==> config.mk <==
export PLATFORM = sky130hd
export DESIGN_NAME = cdb_rr_arbiter
export DESIGN_NICKNAME = d
export VERILOG_FILES = /design/src/rtl/cdb_rr_arbiter_pkg.sv /design/src/rtl/cdb_rr_arbiter_rr_pick.sv /design/src/rtl/onehot_mux.sv /design/src/rtl/cdb_rr_arbiter.sv
export SDC_FILE = /design/constraint.sdc
export NUM_CORES = 1
export LEC_CHECK = 0
export BUFFER_PORTS_ARGS = -buffer_cell sky130_fd_sc_hd__buf_2
export CORE_MARGIN = 4
export CORE_UTILIZATION = 40
export DETAILED_ROUTE_END_ITERATION = 7
export PLACE_DENSITY = 0.8
export SLEW_MARGIN = 0
export SYNTH_ARGS = -nofsm -noshare
export SYNTH_HDL_FRONTEND = slang
export SYNTH_SLANG_ARGS = --single-unit
==> constraint.sdc <==
create_clock -name clock -period 2.7 [get_ports clock]
set_clock_uncertainty 0.1 [all_clocks]
set_input_delay 0.135 -clock clock [delete_from_list [all_inputs] [get_ports clock]]
set_output_delay 0.135 -clock clock [all_outputs]
set_load 0.05 [all_outputs]
==> src/rtl/cdb_rr_arbiter_pkg.sv <==
// Shared types for the CDB round-robin arbiter slice.
// DATA is the payload word broadcast on the common data bus.
package cdb_rr_arbiter_pkg;

    localparam int DATA_W = 32;

    typedef logic [DATA_W-1:0] DATA;

endpackage

==> src/rtl/cdb_rr_arbiter_rr_pick.sv <==
// Purpose: round-robin pick of the first requester after the one-hot 'last' pointer.
// Latency: combinational, 0 cycles.
// Backpressure: none; caller gates the pick.
module rr_pick #(
    parameter int WIDTH = 4
) (
    input  logic [WIDTH-1:0] req,
    input  logic [WIDTH-1:0] last,
    output logic [WIDTH-1:0] pick
);

    logic [WIDTH-1:0] above;
    logic [WIDTH-1:0] hi_req;
    logic [WIDTH-1:0] pool;

    // Bits strictly above 'last'; empty when last is the top bit, so the search wraps to 0.
    assign above  = ~((last << 1) - WIDTH'(1));
    assign hi_req = req & above;
    assign pool   = (|hi_req) ? hi_req : req;
    assign pick   = pool & (~pool + WIDTH'(1));

endmodule

==> src/rtl/onehot_mux.sv <==
// Purpose: select one of WIDTH words with a one-hot (or all-zero) select vector.
// Latency: combinational, 0 cycles. An all-zero select yields zero.
// Backpressure: none; pure datapath.
module onehot_mux #(
    parameter int SIZE  = 32,
    parameter int WIDTH = 4
) (
    input  logic [WIDTH-1:0][SIZE-1:0] in,
    input  logic [WIDTH-1:0]           select,
    output logic [SIZE-1:0]            out
);

    always_comb begin
        out = '0;
        for (int i = 0; i < WIDTH; i++) begin
            out = out | (in[i] & {SIZE{select[i]}});
        end
    end

endmodule

==> src/rtl/cdb_rr_arbiter.sv <==
// Purpose: round-robin share of one registered CDB slot among WIDTH requesters.
// Latency: grant in cycle n appears on out_* in cycle n+1; one word per cycle.
// Backpressure: stall holds a valid output word and suppresses grant; an empty slot still grants.
module cdb_rr_arbiter
    import cdb_rr_arbiter_pkg::*;
#(
    parameter int WIDTH = 4
) (
    input  logic                      clock,
    input  logic                      reset,
    input  logic [WIDTH-1:0]          req,
    input  DATA  [WIDTH-1:0]          in,
    input  logic                      stall,
    output logic [WIDTH-1:0]          grant,
    output logic                      out_valid,
    output logic [$clog2(WIDTH)-1:0]  out_src,
    output DATA                       out_data
);

    localparam int SRC_W = $clog2(WIDTH);

    logic [WIDTH-1:0] last;
    logic [WIDTH-1:0] pick;
    logic             accept;
    DATA              mux_dat;
    logic [SRC_W-1:0] grant_idx;

    assign accept = !out_valid || !stall;
    // Held low during reset so nobody sees an acknowledge that the registers will drop.
    assign grant  = pick & {WIDTH{accept & reset}};

    rr_pick #(
        .WIDTH (WIDTH)
    ) u_pick (
        .req   (req),
        .last  (last),
        .pick  (pick)
    );

    onehot_mux #(
        .SIZE   ($bits(DATA)),
        .WIDTH  (WIDTH)
    ) u_mux (
        .in     (in),
        .select (grant),
        .out    (mux_dat)
    );

    always_comb begin
        grant_idx = '0;
        for (int i = 0; i < WIDTH; i++) begin
            if (grant[i]) begin
                grant_idx = grant_idx | i[SRC_W-1:0];
            end
        end
    end

    // Pointer moves only on a grant, so idle and stalled cycles keep priority where it was.
    always_ff @(posedge clock or negedge reset) begin
        if (!reset) begin
            last      <= WIDTH'(1) << (WIDTH - 1);
            out_valid <= 1'b0;
            out_src   <= '0;
            out_data  <= '0;
        end else if (accept) begin
            if (|grant) begin
                out_valid <= 1'b1;
                out_data  <= mux_dat;
                out_src   <= grant_idx;
                last      <= grant;
            end else begin
                out_valid <= 1'b0;
            end
        end
    end

endmodule

==> results_dict.tcl <==
set metrics [dict create \
    synth_top_area_cell "dfrtp_1" \
    yosysMostFrequentCell "inv_1" \
    grt_usage 0.196 \
    floorplan.rows 29 \
    pin_count 174 \
    required_ns 2.47 \
    final_nets 569 \
    fp.dieH_um 89.3 \
    coreArea_sq_um 6390 \
    clk_latency_ns 0.29 \
    ctsResizeCount 0 \
    synth.top_cells.by_area "dfrtp_1 (36%), mux2_4 (14%), a32oi_1 (11%), o221ai_1 (11%), inv_1 (9.5%)" \
    viasPerCell 5.25 \
    setup_tns_ns 0 \
    drive_above_1_share 0.537 \
    synth-edff-count 0 \
    path_max_fanout 16 \
    worstPathArrival_ns 2.27 \
    diodes 0 \
    hold_class "input pin to flip-flop" \
    worstSetupStartpointType "flip-flop" \
    via_count 2681 \
    setup_viol_count_final 0 \
    grt_antenna_before_repair 0 \
    ys_ff_latch 38 \
    post_dp_cell_area_sq_um 3590 \
    grt_overflow 0 \
    cts_max_path_buffers 2 \
    fin_util 0.580 \
    drt_first_pass_iters 4 \
    fin_area_sq_um 3710 \
    drtIter0Drc 137 \
    dp_hpwl_um 6500 \
    fin_crit_ns 2.50 \
    dieArea_sq_um 7980 \
    period_share 0.927 \
    gp_congestion 0.790 \
    p_per_area_nw_per_um2 1120 \
    finalWirelength_um 8170 \
    synth_ff_type "dfrtp_1" \
    antenna_left 0 \
    tritoncts "yes" \
    status "finished clean" \
    syn_to_final_growth_pct 40.1 \
    grt_setup_unrepaired "false" \
    end_kind "output port" \
    slew-limit-headroom 0.680 \
    grt_max_degree 39 \
    syn-num-nets 396 \
    cellLeakagePower_nw 2.21 \
    maxCapViolCount 0 \
    grt_pass1_wl_um 12000 \
    setup_ws_ns 0.197 \
    port_buffers 173 \
    worst-slew-pin-transition_ns 0.480 \
    drc 0 \
    htree_levels 2 \
    fmax_mhz 399 \
    hold_slack_ns 0.0982 \
    wire_per_inst_um 16.0 \
    synthTopCellsByCount "inv_1 (67), dfrtp_1 (38), a32oi_1 (32), o221ai_1 (32), mux2_4 (25)" \
    cts.clk_slew.worst_paths_ns 0.08 \
    syn_area_sq_um 2650 \
    grt_pass1_vias 2674 \
    slew_viol_final 0 \
    cts_sinks 38 \
    pre_cts_ws_ns 0.234 \
    synth_cells 260 \
    ir_drop_mv 0.749 \
    netlist.area_leader.share 0.360 \
    die_w_um 89.3 \
    finalHoldViolCount 0 \
    cts_buffers 5 \
    start_util 0.414 \
    synth_cell_types 39 \
    yosysSeqAreaShare 0.360 \
    timing_worst_setup_path_type "flip-flop to output port" \
    syn_avg_cell_area_sq_um 10.2 \
    synth-async-reset-ratio 1.00 \
    synth_warnings 0 \
    cts-root-buf "clkbuf_8" \
]
-- registers in the layout, indices dropped and copies added, names as in the netlist --
signal     cells
out_data      32
out_valid      1
last           3
out_src        2
-- per-layer routing --
metal,wire (um),vias up,track usage
li1,-,1297,-
met1,3090,1255,0.211
met2,4290,122,0.378
met3,719,7,0.0461
met4,74,0,0.0528
met5,0,-,0
-- kinds of logic after synthesis --
family | share of synthesized area
adders and majority gates | 0.00473
buffers and inverters | 0.151
and+or+nand+nor | 0.0218
DFF | 0.360
AOI/OAI and AO/OA | 0.281
muxes | 0.172
xor gates and xnor gates | 0.00946
-- repair_timing --
item,in CTS,in global routing
endpoints found under the hold margin,39,0
buffers inserted,0,0
hold buffers,2,0
-- area by class of cell --
type / count / area [sq um]
Fill cell: 576 / 2680
Multi-Input combinational cell: 130 / 1310
Timing Repair Buffer: 189 / 1000
Sequential cell: 38 / 951
Inverter: 69 / 259
Tap cell: 77 / 96.3
Clock buffer: 7 / 86.3
Clock inverter: 1 / 5.00
-- power by group --
group	switching [mW]	internal, mW
registers	0.150	0.830
logic	1.77	1.01
clock network	0.194	0.206
-- cells in the final DEF (no fill, tap or decap), types with 3 or more instances in the layout --
| cell | instances |
|---|---|
| a21o_1 | 4 |
| a32oi_1 | 32 |
| buf_2 | 173 |
| buf_4 | 13 |
| clkbuf_8 | 6 |
| dfrtp_1 | 38 |
| inv_1 | 67 |
| mux2_1 | 3 |
| mux2_2 | 4 |
| mux2_4 | 25 |
| nand2_1 | 4 |
| o221ai_1 | 32 |
-- path summary, 6_finish.rpt --
path                                     start                        to  slack [ns]  cells after the start
min in group asynchronous                reset    out_src[1]$_DFFE_PN0P_        0.39                      3
max reg2reg                last[1]$_DFFE_PN0P_  out_data[25]$_DFFE_PN0P_        0.21                      8
min                                     in[26]  out_data[26]$_DFFE_PN0P_         0.1                      4
min reg2reg                last[1]$_DFFE_PN0P_       last[1]$_DFFE_PN0P_        0.39                      1
max in group asynchronous                reset  out_data[25]$_DFFE_PN0P_        1.76                      3
max                        last[1]$_DFFE_PN0P_                  grant[1]        0.20                      7
-- stage by stage --
step	power (mW)	cells
3_3_place_gp	3.71	501
3_5_place_dp	3.79	501
2_1_floorplan	3.13	260
6_report	4.16	511
4_1_cts	4.21	511
5_1_grt	4.41	511
-- critical path: stages, from the launching register on --
cell and delay, ns:
dfrtp_1 0.38, inv_1 0.06, ha_1 0.22, xor2_2 0.29
o22a_1 0.29, buf_4 0.25, and2_1 0.20, buf_2 0.28
No activity file was read; power rests on OpenSTA's default activity.
